<file path="src/rtl/capsense_event_tx_pkg.sv">
// Shared definitions for the CapSense event path: parameter defaults and event record layout.
// Latency: n/a (constants and constant functions only).
// Backpressure: n/a.
//
// Event record layout, MSB to LSB: { button index (IDX_W), press (1), timestamp (TS_W) }.
// The CapSense_Sys wrapper imports this package so both ends agree on the packing.
package capsense_event_tx_pkg;

    localparam int CS_N_DEFAULT          = 4;
    localparam int CS_DEB_DEFAULT        = 3;
    localparam int CS_FIFO_DEPTH_DEFAULT = 4;
    localparam int CS_TS_W_DEFAULT       = 16;

    // Button index width; a single button still needs a 1-bit field.
    function automatic int cs_idx_w(input int n);
        return (n > 1) ? $clog2(n) : 1;
    endfunction

    // Total record width.
    function automatic int cs_ev_w(input int n, input int ts_w);
        return cs_idx_w(n) + 1 + ts_w;
    endfunction

    // Field offsets inside a record.
    function automatic int cs_ev_ts_lsb();
        return 0;
    endfunction

    function automatic int cs_ev_dir_bit(input int ts_w);
        return ts_w;
    endfunction

    function automatic int cs_ev_idx_lsb(input int ts_w);
        return ts_w + 1;
    endfunction

    // Debounce counter width: must hold values 0..DEB-1.
    function automatic int cs_cnt_w(input int deb);
        return (deb > 1) ? $clog2(deb) : 1;
    endfunction

endpackage

</file>
<file path="src/rtl/capsense_ev_fifo.sv">
// Synchronous show-ahead FIFO holding packed event records.
// Latency: a push is visible on rd_dat_o / empty_o the cycle after the push edge.
// Backpressure: push_i is ignored while full_o=1 (full is judged before any same-cycle pop).
//
// Ports:
//   clk_i, rst_i       clock, synchronous active-high reset (empties the FIFO)
//   push_i, push_dat_i write one record
//   pop_i              drop the head record (ignored when empty)
//   rd_dat_o           head record, stable until popped
//   full_o, empty_o    occupancy flags
module capsense_ev_fifo #(
    parameter int W     = 8,
    parameter int DEPTH = 4
) (
    input  logic         clk_i,
    input  logic         rst_i,
    input  logic         push_i,
    input  logic [W-1:0] push_dat_i,
    input  logic         pop_i,
    output logic [W-1:0] rd_dat_o,
    output logic         full_o,
    output logic         empty_o
);

    localparam int AW = $clog2(DEPTH);

    logic [W-1:0]  mem_q [DEPTH];
    logic [AW-1:0] wr_ptr_q, wr_ptr_d;
    logic [AW-1:0] rd_ptr_q, rd_ptr_d;
    logic [AW:0]   cnt_q, cnt_d;
    logic          do_push;
    logic          do_pop;

    assign full_o   = (cnt_q == (AW+1)'(DEPTH));
    assign empty_o  = (cnt_q == '0);
    assign do_push  = push_i & ~full_o;
    assign do_pop   = pop_i & ~empty_o;
    assign rd_dat_o = mem_q[rd_ptr_q];

    always_comb begin
        wr_ptr_d = wr_ptr_q;
        rd_ptr_d = rd_ptr_q;
        cnt_d    = cnt_q;
        // DEPTH is a power of two, so pointers wrap naturally.
        if (do_push) begin
            wr_ptr_d = wr_ptr_q + AW'(1);
        end
        if (do_pop) begin
            rd_ptr_d = rd_ptr_q + AW'(1);
        end
        case ({do_push, do_pop})
            2'b10:   cnt_d = cnt_q + (AW+1)'(1);
            2'b01:   cnt_d = cnt_q - (AW+1)'(1);
            default: cnt_d = cnt_q;
        endcase
    end

    always_ff @(posedge clk_i) begin
        if (rst_i) begin
            wr_ptr_q <= '0;
            rd_ptr_q <= '0;
            cnt_q    <= '0;
        end else begin
            wr_ptr_q <= wr_ptr_d;
            rd_ptr_q <= rd_ptr_d;
            cnt_q    <= cnt_d;
        end
    end

    // Storage needs no reset: nothing is read until the count says it is valid.
    always_ff @(posedge clk_i) begin
        if (do_push) begin
            mem_q[wr_ptr_q] <= push_dat_i;
        end
    end

endmodule

</file>
<file path="src/rtl/capsense_event_tx.sv">
// Debounces CapSense button samples and streams press/release event records.
// Latency: strobe at T -> stable_o at T+1 -> record pushed at the T+1 edge -> ev_valid_o at T+2.
// Backpressure: with the FIFO full, commits wait in a per-button pending slot; a second commit
//               on a still-pending button overwrites it and sets the sticky overflow_o.
//
// Ports:
//   clk_i, rst_i                 clock, synchronous active-high reset
//   sample_stb_i, sampled_i      one-cycle poll strobe and raw touch vector (1 = touched)
//   stable_o                     debounced button state
//   ev_valid_o, ev_ready_i       event stream handshake (pop on valid & ready)
//   ev_btn_o, ev_press_o, ev_ts_o event record: button, 1=press/0=release, strobe-count stamp
//   overflow_o, clr_ovf_i        sticky lost-transition flag and its clear (set wins)
module capsense_event_tx
    import capsense_event_tx_pkg::*;
#(
    parameter int N          = CS_N_DEFAULT,
    parameter int DEB        = CS_DEB_DEFAULT,
    parameter int FIFO_DEPTH = CS_FIFO_DEPTH_DEFAULT,
    parameter int TS_W       = CS_TS_W_DEFAULT
) (
    input  logic                   clk_i,
    input  logic                   rst_i,
    input  logic                   sample_stb_i,
    input  logic [N-1:0]           sampled_i,
    output logic [N-1:0]           stable_o,
    output logic                   ev_valid_o,
    input  logic                   ev_ready_i,
    output logic [cs_idx_w(N)-1:0] ev_btn_o,
    output logic                   ev_press_o,
    output logic [TS_W-1:0]        ev_ts_o,
    output logic                   overflow_o,
    input  logic                   clr_ovf_i
);

    localparam int IDX_W      = cs_idx_w(N);
    localparam int EV_W       = cs_ev_w(N, TS_W);
    localparam int CNT_W      = cs_cnt_w(DEB);
    localparam int EV_TS_LSB  = cs_ev_ts_lsb();
    localparam int EV_DIR_BIT = cs_ev_dir_bit(TS_W);
    localparam int EV_IDX_LSB = cs_ev_idx_lsb(TS_W);

    localparam logic [CNT_W-1:0] CNT_LAST = CNT_W'(DEB - 1);

    // Debounce state
    logic [N-1:0]            stable_q, stable_d;
    logic [N-1:0][CNT_W-1:0] cnt_q, cnt_d;
    logic [N-1:0]            commit;

    // Timestamp
    logic [TS_W-1:0]         ts_q, ts_d;

    // Pending (committed but not yet queued) events, one slot per button
    logic [N-1:0]            pend_q, pend_d;
    logic [N-1:0]            pdir_q, pdir_d;
    logic [N-1:0][TS_W-1:0]  pts_q, pts_d;

    // Overflow flag
    logic                    ovf_q, ovf_d;
    logic                    ovf_set;

    // Scanner
    logic                    sel_vld;
    logic [IDX_W-1:0]        sel_idx;
    logic                    push;
    logic [N-1:0]            push_mask;
    logic [EV_W-1:0]         push_dat;

    // FIFO side
    logic                    fifo_full;
    logic                    fifo_empty;
    logic [EV_W-1:0]         fifo_rd_dat;
    logic                    pop;

    // ------------------------------------------------------------------
    // Debounce: a change commits after DEB consecutive differing samples.
    // Any sample that matches the stable state restarts the count.
    // ------------------------------------------------------------------
    always_comb begin
        stable_d = stable_q;
        cnt_d    = cnt_q;
        commit   = '0;
        if (sample_stb_i) begin
            for (int i = 0; i < N; i++) begin
                if (sampled_i[i] == stable_q[i]) begin
                    cnt_d[i] = '0;
                end else if (cnt_q[i] == CNT_LAST) begin
                    commit[i]   = 1'b1;
                    stable_d[i] = sampled_i[i];
                    cnt_d[i]    = '0;
                end else begin
                    cnt_d[i] = cnt_q[i] + CNT_W'(1);
                end
            end
        end
    end

    // Commits record the pre-increment strobe count.
    assign ts_d = ts_q + TS_W'(sample_stb_i);

    // ------------------------------------------------------------------
    // Scanner: lowest-index pending button wins; at most one push per cycle.
    // ------------------------------------------------------------------
    always_comb begin
        sel_vld = 1'b0;
        sel_idx = '0;
        // Walk downward so the last hit, i.e. the lowest index, is kept.
        for (int i = N - 1; i >= 0; i--) begin
            if (pend_q[i]) begin
                sel_vld = 1'b1;
                sel_idx = IDX_W'(i);
            end
        end
    end

    assign push = sel_vld & ~fifo_full;

    always_comb begin
        push_mask = '0;
        if (push) begin
            push_mask[sel_idx] = 1'b1;
        end
    end

    // The pushed record always carries the registered slot contents, so a commit
    // landing on the same button in the same cycle stays pending with its new values.
    assign push_dat = {sel_idx, pdir_q[sel_idx], pts_q[sel_idx]};

    always_comb begin
        pend_d = (pend_q & ~push_mask) | commit;
        pdir_d = pdir_q;
        pts_d  = pts_q;
        for (int i = 0; i < N; i++) begin
            if (commit[i]) begin
                pdir_d[i] = sampled_i[i];
                pts_d[i]  = ts_q;
            end
        end
    end

    // A transition is lost only if the slot still holds an event that is not
    // leaving for the FIFO this cycle.
    assign ovf_set = |(commit & pend_q & ~push_mask);
    assign ovf_d   = ovf_set | (ovf_q & ~clr_ovf_i);

    // ------------------------------------------------------------------
    // State registers
    // ------------------------------------------------------------------
    always_ff @(posedge clk_i) begin
        if (rst_i) begin
            stable_q <= '0;
            cnt_q    <= '0;
            ts_q     <= '0;
            pend_q   <= '0;
            pdir_q   <= '0;
            pts_q    <= '0;
            ovf_q    <= 1'b0;
        end else begin
            stable_q <= stable_d;
            cnt_q    <= cnt_d;
            ts_q     <= ts_d;
            pend_q   <= pend_d;
            pdir_q   <= pdir_d;
            pts_q    <= pts_d;
            ovf_q    <= ovf_d;
        end
    end

    // ------------------------------------------------------------------
    // Event FIFO and output unpacking
    // ------------------------------------------------------------------
    assign pop = ev_valid_o & ev_ready_i;

    capsense_ev_fifo #(
        .W     (EV_W),
        .DEPTH (FIFO_DEPTH)
    ) u_fifo (
        .clk_i      (clk_i),
        .rst_i      (rst_i),
        .push_i     (push),
        .push_dat_i (push_dat),
        .pop_i      (pop),
        .rd_dat_o   (fifo_rd_dat),
        .full_o     (fifo_full),
        .empty_o    (fifo_empty)
    );

    assign ev_valid_o = ~fifo_empty;
    assign ev_btn_o   = fifo_rd_dat[EV_W-1:EV_IDX_LSB];
    assign ev_press_o = fifo_rd_dat[EV_DIR_BIT];
    assign ev_ts_o    = fifo_rd_dat[EV_DIR_BIT-1:EV_TS_LSB];
    assign stable_o   = stable_q;
    assign overflow_o = ovf_q;

endmodule
</file>
<file path="config.mk">
export PLATFORM = sky130hd
export DESIGN_NAME = capsense_event_tx
export DESIGN_NICKNAME = d
export VERILOG_FILES = /design/src/rtl/capsense_event_tx_pkg.sv /design/src/rtl/capsense_ev_fifo.sv /design/src/rtl/capsense_event_tx.sv
export SDC_FILE = /design/constraint.sdc
export NUM_CORES = 1
export LEC_CHECK = 0
export BUFFER_PORTS_ARGS = -buffer_cell sky130_fd_sc_hd__buf_2
export CELL_PAD_IN_SITES_DETAIL_PLACEMENT = 1
export CELL_PAD_IN_SITES_GLOBAL_PLACEMENT = 2
export CORE_MARGIN = 8
export CORE_UTILIZATION = 28
export DETAILED_ROUTE_END_ITERATION = 8
export PLACE_DENSITY = 0.58
export SLEW_MARGIN = 20
export SYNTH_ARGS = -nofsm -noshare
export SYNTH_HDL_FRONTEND = slang
export SYNTH_SLANG_ARGS = --single-unit
</file>
<file path="constraint.sdc">
create_clock -name clk_i -period 2.1 [get_ports clk_i]
set_input_delay 0.42 -clock clk_i [delete_from_list [all_inputs] [get_ports clk_i]]
set_output_delay 0.42 -clock clk_i [all_outputs]
set_load 0.01 [all_outputs]
</file>
; ---- Yosys cells after proc, flatten, opt, wreduce, memory -nomap -nowiden
; Memory sizes are Yosys's and may differ from the RTL's. A register that Yosys moved wholly into a read port is not among the register bits.
; Index checks and enable logic that the tools add are counted.
[op_classes]
bitwise = 18
eq_ne = 11
reduce_logical = 8
magnitude_cmp = 2
addsub = 9
mux = 37
[op_table]
columns = operator, count
row1 = binary-select mux 16 bit (select 2 bit), 1
row2 = two-way mux 2 bit, 14
row3 = adder 16 x 1 -> 16 bit, 1
row4 = two-way mux 1 bit, 16
row5 = two-way mux 16 bit, 1
row6 = adder 2 x 1 -> 2 bit (second input constant), 6
row7 = bitwise AND 4 bit, 3
row8 = AND reduction 3 bit, 4
row9 = == test 2 bit (second input constant), 5
row10 = two-way mux 4 bit, 2
row11 = NOT 1 bit, 7
row12 = one-hot mux 3 bit (2 select lines), 1
row13 = bitwise AND 1 bit, 5
row14 = == test 1 bit, 4
row15 = NOT 4 bit, 1
row16 = bitwise OR 4 bit, 1
row17 = OR reduction 4 bit, 1
row18 = adder 3 x 1 -> 3 bit (second input constant), 1
row19 = == test 3 bit (second input constant), 1
row20 = logical NOT 3 bit, 1
row21 = < comparator 2 x 3 -> 1 bit (second input constant), 1
row22 = subtractor 3 x 1 -> 3 bit (second input constant), 1
row23 = binary-select mux 1 bit (select 2 bit), 1
row24 = demux 1 bit (select 2 bit), 1
row25 = other kinds (5), 5
[word_totals]
register_bits = 108
ram_bits = 76
inputBits = 9
memories = 1
word_cells = 108
[mem_list]
columns = memory, words, word_bits, read_ports, rd_ports_with_merged_regs, write_ports, line_no
row1 = u_fifo.mem_q, 4, 19, 1, 1, 1, capsense_ev_fifo.sv:27  ; logic [W-1:0] mem_q [DEPTH];

; ---- Depth between registers and ports, before layout
; Gate-level depths: netlist of run 1.
[logic_depth]
word_depth = 13
depth_mapped = 9
depth_no_buf = 9

; ---- By module
; Synthesis of run 1 repeated with hierarchy kept, for this count alone.
[hier_totals]
cells_unflattened = 673
area_unflattened_um2 = 7559.8
[modules_own_cells]
columns = mod, n_inst, seq_area_each_um2, cells_each, area_per_inst_um2
row1 = capsense_event_tx, 1, 2021.9, 520, 4299.1
row2 = capsense_ev_fifo, 1, 2462.4, 153, 3260.6

; ---- Least setup slack after synthesis of run 1
; OpenSTA, ideal clock, no wires.
[synth_path]
path_kind = register to register
start = register u_fifo.cnt_q[2]
end = register u_fifo.cnt_q[2]
required_ps = 2030
path_stages_with_launch = 10
t_arrival_ps = 2146
slack_ps = -116
setup_time_ps = 70
path_cell_list = dfxtp_1 nor3b_1 a21oi_1 inv_1 ha_1 inv_1 fa_1 xor2_1 or3_1 a21oi_1
[synth_between]
elab_chain_len = 6
word_cells_on_any_way = 14
[synth_lines]
columns = item, line_no
row1 = "start, declared", capsense_ev_fifo.sv:30  ; logic [AW:0] cnt_q, cnt_d;
row2 = "start signal, assigned", capsense_ev_fifo.sv:66  ; cnt_q <= cnt_d;
row3 = == test 3 bit or logical NOT 3 bit (tied branches), "capsense_ev_fifo.sv:34, capsense_ev_fifo.sv:35"
row4 = NOT 1 bit (on tied branches), n/a
row5 = bitwise AND 1 bit (on tied branches), "capsense_event_tx.sv:115, capsense_event_tx.sv:171"
row6 = bitwise AND 1 bit (on tied branches), "capsense_ev_fifo.sv:36, capsense_ev_fifo.sv:37"
row7 = == test 2 x 1 -> 1 bit or == test 2 bit (tied branches), capsense_ev_fifo.sv:51  ; case ({do_push, do_pop})
row8 = one-hot mux 3 bit (2 select lines) or nonzero test 2 bit (tied branches), n/a
; Several ways; a longest one is shown, not always the timed one.
; A chain may end at the register's enable or synchronous reset.

==> metrics.txt, run 1 <==
status finished with violations; failing checks setup timing; H-tree depth 4; number of synthesized flops with an enable pin 76; global-route wire length before repair 29,000 µm; Die Span X 179 µm; final worst path period share 100%; combinational share of power 2.6%; clock buffer depth 2; n_diodes 0; peak supply drop 0.396 mV; Arrival @ worst endpoint 1.68 ns; drt drc 0; Sequential Power Share 52.8%; cts hold-fix bufs 0; Sw Share 23.8%; mux contribution to synthesized area 10.4%; Fillers 2,823; CP Capture Type output pin; pwr/cell area 803 mW/mm²; ranking of synthesized cells by area edfxtp_1, dfxtp_1, mux4_2; post-synthesis simple-gate area fraction 12.7%; Fmax 475 MHz; post-synthesis xor/xnor area fraction 2.11%; sequential share of the synthesized area 60.1%; RSZ-0062 raised after global routing true; Skew-Pair Late Insertion Delay 0.43 ns; final-report max-slew violation count 0; Static Leak 3.11 nW; Power Internal 5.43 mW; post-synth top area share 30.6%; height of the die 179 µm; drt wl/cell 18.1 µm; Top-Level Pins 34; Data required, critical path 1.68 ns; post-route ant nets 0; root buffer selected by CTS clkbuf_16; Die ar. 0.0321 mm²; FFs w/ async S/R, synth 0%; Area Growth Syn to Fin 18.8%; PortBufs 33; Cells after Synth 624; DR pass1 iterations 4; post-synthesis compound-gate area fraction 9.27%; Final Hold Fails 0; Vias 4,884; core region area 0.0261 mm²; Post-Syn Area per Cell 12.0 µm²; worst hold-check path type input port to flop; actual slew at the worst max-slew pin 0.623 ns; vias per inst 4.83; total global routing overflow 0; placed insts 977; Yosys Warn Count 0; area leader, netlist edfxtp_1; nets 681; Synth cell types 45; P_sw 1.70 mW; total nets after synthesis 641; CP Max Fanout 5; TNS Setup -0.00729 ns; clock slew at the register clock pins of the worst setup and hold paths 0.07 ns; layout cells sized above 1 19.1%; largest net degree at the start of global routing 37; Post-Layout Inst Area 0.00887 mm²; Rows 59; final cell count without fillers 1,012; Total Wirelength 18,300 µm; critical setup path kind flop to output pin; Final min period 2.10 ns; Setup violations, final 2; Area after DPL 0.00810 mm²; TritonCTS clock tree yes; max_slew headroom 58.1%; TritonCTS Sinks 186; CTS Buf Count 17; All-Layer GR Usage 11.9%; Worst Skew 0.0116 ns; DR iter-0 viols 199; Syn Std Cell Area 0.00746 mm²; Main synth FF type dfxtp_1; vias in the first global route 5,165; main combinational cell family by area after synthesis simple AND/OR/NAND/NOR gates; adder-cell area share of the yosys netlist 1.44%; initial core utilization 28.6%; routability cong. 0.693; worst slack at placement 0.0322 ns; min setup slack post-route -0.00459 ns; #FFs+latches synth 186; initial antenna violation count 0; hpwl dp 11,600 µm; CP startpoint kind flop; max-cap violation count 0; Clock power frac 44.7%
==> final timing paths <==
kind | start | endpoint | slack [ns] | cells past startpoint
max | flop | ev_ts_o[4] | -0.005 | 3
min | sampled_i[0] | pdir_q[0] | 0.29 | 3
max reg2reg | u_fifo.cnt_q[2] | u_fifo.cnt_q[2] | 0.09 | 9
min reg2reg | pts_q[52] | pts_q[52] | 0.46 | 2
==> cell usage after synthesis (8+ instances only) <==
| master | number |
|---|---|
| nand2_1 | 83 |
| mux4_2 | 19 |
| edfxtp_1 | 76 |
| xor2_1 | 13 |
| mux2i_1 | 35 |
| nand2b_1 | 11 |
| dfxtp_1 | 110 |
| buf_2 | 13 |
| nor2_1 | 56 |
| inv_1 | 8 |
| or3_1 | 10 |
| a21oi_1 | 58 |
| clkbuf_1 | 18 |
| a221o_1 | 17 |
| a22o_1 | 17 |
==> logic make-up after synthesis <==
logic type / count (synthesis)
simple gates: 200
flops: 186
compound gates: 105
mux: 54
buf+inv: 53
xor+xnor: 18
fa+ha+maj: 8
==> repair_timing <==
item / in CTS / in global routing
endpoints found under the setup margin: 19 / 20
pin swaps: 0 / 1
cloned: 1 / 1
gates resized for setup: 14 / 12
hold endpoints to repair: 0 / 0
setup buffers: 0 / 1
==> state kept, by name, summed over array words and instances, names as in the netlist, named ones only <==
register,flops
overflow_o,1
cnt_q,8
pend_q,4
ts_q,16
pdir_q,4
u_fifo.cnt_q,3
u_fifo.rd_ptr_q,2
u_fifo.mem_q,76
stable_o,4
u_fifo.wr_ptr_q,2
pts_q,64
==> power groups by stage <==
stage	Combinational (mW)	Sequential, mW	Clock (mW)
after floorplan	0.108	3.84	0
after global routing	0.203	3.76	3.44
after detailed placement	0.173	3.85	0
after CTS	0.182	3.76	3.29
after global placement	0.166	3.84	0
final	0.182	3.76	3.18
==> metrics by stage <==
| step | utilization [%] | hold slack, ns | total power [mW] |
|---|---|---|---|
| 4_1_cts | 33.6 | 0.270 | 7.24 |
| 5_1_grt | 33.9 | 0.286 | 7.40 |
| 3_5_place_dp | 31.0 | 0.448 | 4.02 |
| 6_report | 33.9 | 0.287 | 7.12 |
| 3_3_place_gp | 31.0 | 0.442 | 4.01 |
| 2_1_floorplan | - | 0.434 | 3.95 |
==> placed cells by master, fill, tap and decap left out, types with 13 or more instances in the layout <==
master	instances
a22o_1	17
mux4_2	19
nor2_1	55
nand2_1	83
clkbuf_16	18
edfxtp_1	76
a21oi_1	58
buf_6	15
buf_2	17
dfxtp_1	106
a221o_1	17
buf_4	25
xor2_1	13
mux2i_1	35
==> final cells by class <==
class	instances	area, µm²	share of cell area, %
Sequential cell	186	4500	50.7
Clock buffer	17	425	4.80
Inverter	8	30.0	0.339
Clock inverter	15	165	1.86
Timing Repair Buffer	66	634	7.15
Tap cell	335	419	4.73
Multi-Input combinational cell	385	2700	30.4
==> critical path, stage by stage (launching register included) <==
cell and delay [ns]:
dfxtp_4 0.42, clkbuf_16 0.18, mux4_2 0.52, buf_6 0.14
==> routing by layer <==
layer	global-route usage, %	share of wire, %	vias up
li1	-	-	2322
met1	14.3	45	2493
met2	21.2	51	51
met3	2.27	2.6	18
met4	3.85	1.4	0
met5	0	0	-
Power figures use the tool's default switching activity.
==> run 2, diff against run 1 <==
--- a/config.mk
+++ b/config.mk
@@ -5,13 +5,14 @@
 export SDC_FILE = /design/constraint.sdc
 export NUM_CORES = 1
 export LEC_CHECK = 0
-export BUFFER_PORTS_ARGS = -buffer_cell sky130_fd_sc_hd__buf_2
 export CELL_PAD_IN_SITES_DETAIL_PLACEMENT = 1
 export CELL_PAD_IN_SITES_GLOBAL_PLACEMENT = 2
 export CORE_MARGIN = 8
 export CORE_UTILIZATION = 28
+export CTS_BUF_LIST = sky130_fd_sc_hd__clkbuf_4 sky130_fd_sc_hd__clkbuf_8
 export DETAILED_ROUTE_END_ITERATION = 8
-export PLACE_DENSITY = 0.58
+export DONT_BUFFER_PORTS = 1
+export PLACE_DENSITY = 0.53
 export SLEW_MARGIN = 20
 export SYNTH_ARGS = -nofsm -noshare
 export SYNTH_HDL_FRONTEND = slang
==> metrics.txt, run 2 (synthesized netlist as in run 1, its figures left out) <==
DR pass1 iterations 4 (unchanged); height of the die 179 µm (unchanged); Total Wirelength 18,900 µm (+2.8%); H-tree depth 4 (unchanged); Fmax 488 MHz (+2.7%); vias in the first global route 5,159 (-0.12%); CTS Buf Count 17 (unchanged); actual slew at the worst max-slew pin 0.803 ns (+0.180 ns); total global routing overflow 0 (unchanged); Skew-Pair Late Insertion Delay 0.46 ns (+0.03 ns); RSZ-0062 raised after global routing true; hpwl dp 11,800 µm (+1.4%); global-route wire length before repair 29,500 µm (+1.7%); critical setup path kind flop to output pin; peak supply drop 0.263 mV (-33%); Crit Reg-Reg Startpoint u_fifo.cnt_q[2]; final worst path period share 97.6% (-2.6 points); vias per inst 4.87 (+0.87%); max_slew headroom 46.3% (-12 points); All-Layer GR Usage 12.2% (+0.23 points); Top-Level Pins 34 (unchanged); Fin Hold WS 0.0460 ns (-0.241 ns); Area Growth Syn to Fin 12.4%; post-route ant nets 0 (unchanged); most frequent cells in the layout dfxtp_1, nand2_1, edfxtp_1; worst hold path endpoint ts_q[5]; pwr/cell area 763 mW/mm² (-5.0%); final-report max-slew violation count 0 (unchanged); core region area 0.0261 mm² (unchanged); commonest non-fill, non-tap cell in the layout dfxtp_1; initial antenna violation count 0 (unchanged); worst hold-check path type input port to flop; Data required, critical path 1.68 ns (about the same); status complete, no violations; worst hold path depth 1 (-2); worst reg2reg endpoint u_fifo.cnt_q[2]; Final Hold Fails 0 (unchanged); Area after DPL 0.00786 mm² (-3.0%); drt wl/cell 19.3 µm (+6.3%); clock buffer depth 2 (unchanged); Die Span X 179 µm (unchanged); PortBufs 0 (-100%); layout cells sized above 1 14.6% (-4.5 points); hold_sp rst_i; Rows 59 (unchanged); TritonCTS clock tree yes; worst reg2reg setup slack 0.09 ns (about the same); initial core utilization 28.6% (unchanged); Die ar. 0.0321 mm² (unchanged); Setup violations, final 0 (-2); CP startpoint kind flop; CP Capture Type output pin; Worst Skew 0.0234 ns (+0.0119 ns); n_diodes 0 (unchanged); Top reg by flops u_fifo.mem_q; drt drc 0 (unchanged); clock slew at the register clock pins of the worst setup and hold paths 0.12 ns (+0.05 ns); root buffer selected by CTS clkbuf_8; Static Leak 2.84 nW (-8.9%); R2R depth 9 (unchanged); DR iter-0 viols 233 (+17%); Arrival @ worst endpoint 1.63 ns (-0.05 ns); largest net degree at the start of global routing 97 (+160%); routability cong. 0.679 (-2.1%); TritonCTS Sinks 186 (unchanged); max reg flops 76 (unchanged); max-cap violation count 0 (unchanged); nets 648 (-4.8%); CP Max Fanout 9 (+4); Vias 4,766 (-2.4%); Final min period 2.05 ns (-0.0547 ns); Post-Layout Inst Area 0.00839 mm² (-5.4%); Largest regs u_fifo.mem_q x76, pts_q x64, ts_q x16
==> run 2: cell type report <==
type | instances | area (µm²)
fillers | 2856 | 17700
flip-flops and latches | 186 | 4500
multi-input cells | 385 | 2700
well taps | 335 | 419
repair buffers | 33 | 315
clock buffers | 17 | 234
clock inverters | 15 | 194
inverters | 8 | 30.0
==> run 2: worst max-delay path by stage <==
stage	depth (start not counted)	endpoint
floorplan	9	u_fifo.cnt_q[2]
global placement	9	u_fifo.cnt_q[2]
detailed placement	9	u_fifo.cnt_q[2]
CTS	2	ev_press_o
global route	2	ev_press_o
finish	2	ev_press_o
==> run 2: critical path: stages (launching register included) <==
cell,delay (ns)
dfxtp_4,0.42
buf_12,0.16
mux4_2,0.57
==> run 2: timing repair <==
| action | 4_1_cts | 5_1_grt |
|---|---|---|
| hold endpoints to repair | 14 | 1 |
| cloned | 1 | 0 |
| buffers inserted | 1 | 0 |
| setup endpoints to repair | 18 | 11 |
| pin swaps | 0 | 1 |
| hold buffers | 2 | 2 |
| resized for setup | 3 | 9 |
==> run 2: through the flow <==
step	utilization, %	setup slack, ns	power [mW]	instances	TNS (ns)
2_1_floorplan	-	0.0343	3.95	624	0
3_3_place_gp	30.1	0.134	3.94	941	0
3_5_place_dp	30.1	0.0601	3.94	941	0
4_1_cts	31.9	-0.0192	6.52	977	-0.0292
5_1_grt	32.1	-0.0258	6.65	979	-0.121
6_report	32.1	0.0501	6.41	979	0
==> run 2: metal layers <==
metal	vias up	GRT usage (%)	wire length, µm
li1	2255	-	-
met1	2440	15.0	8750
met2	59	21.3	9310
met3	12	2.76	644
met4	0	2.81	153
met5	-	0	0
==> run 2: power breakdown <==
part,internal (mW),switching (mW)
clock,1.03,1.49
sequential,3.74,0.0197
combinational,0.0538,0.0618
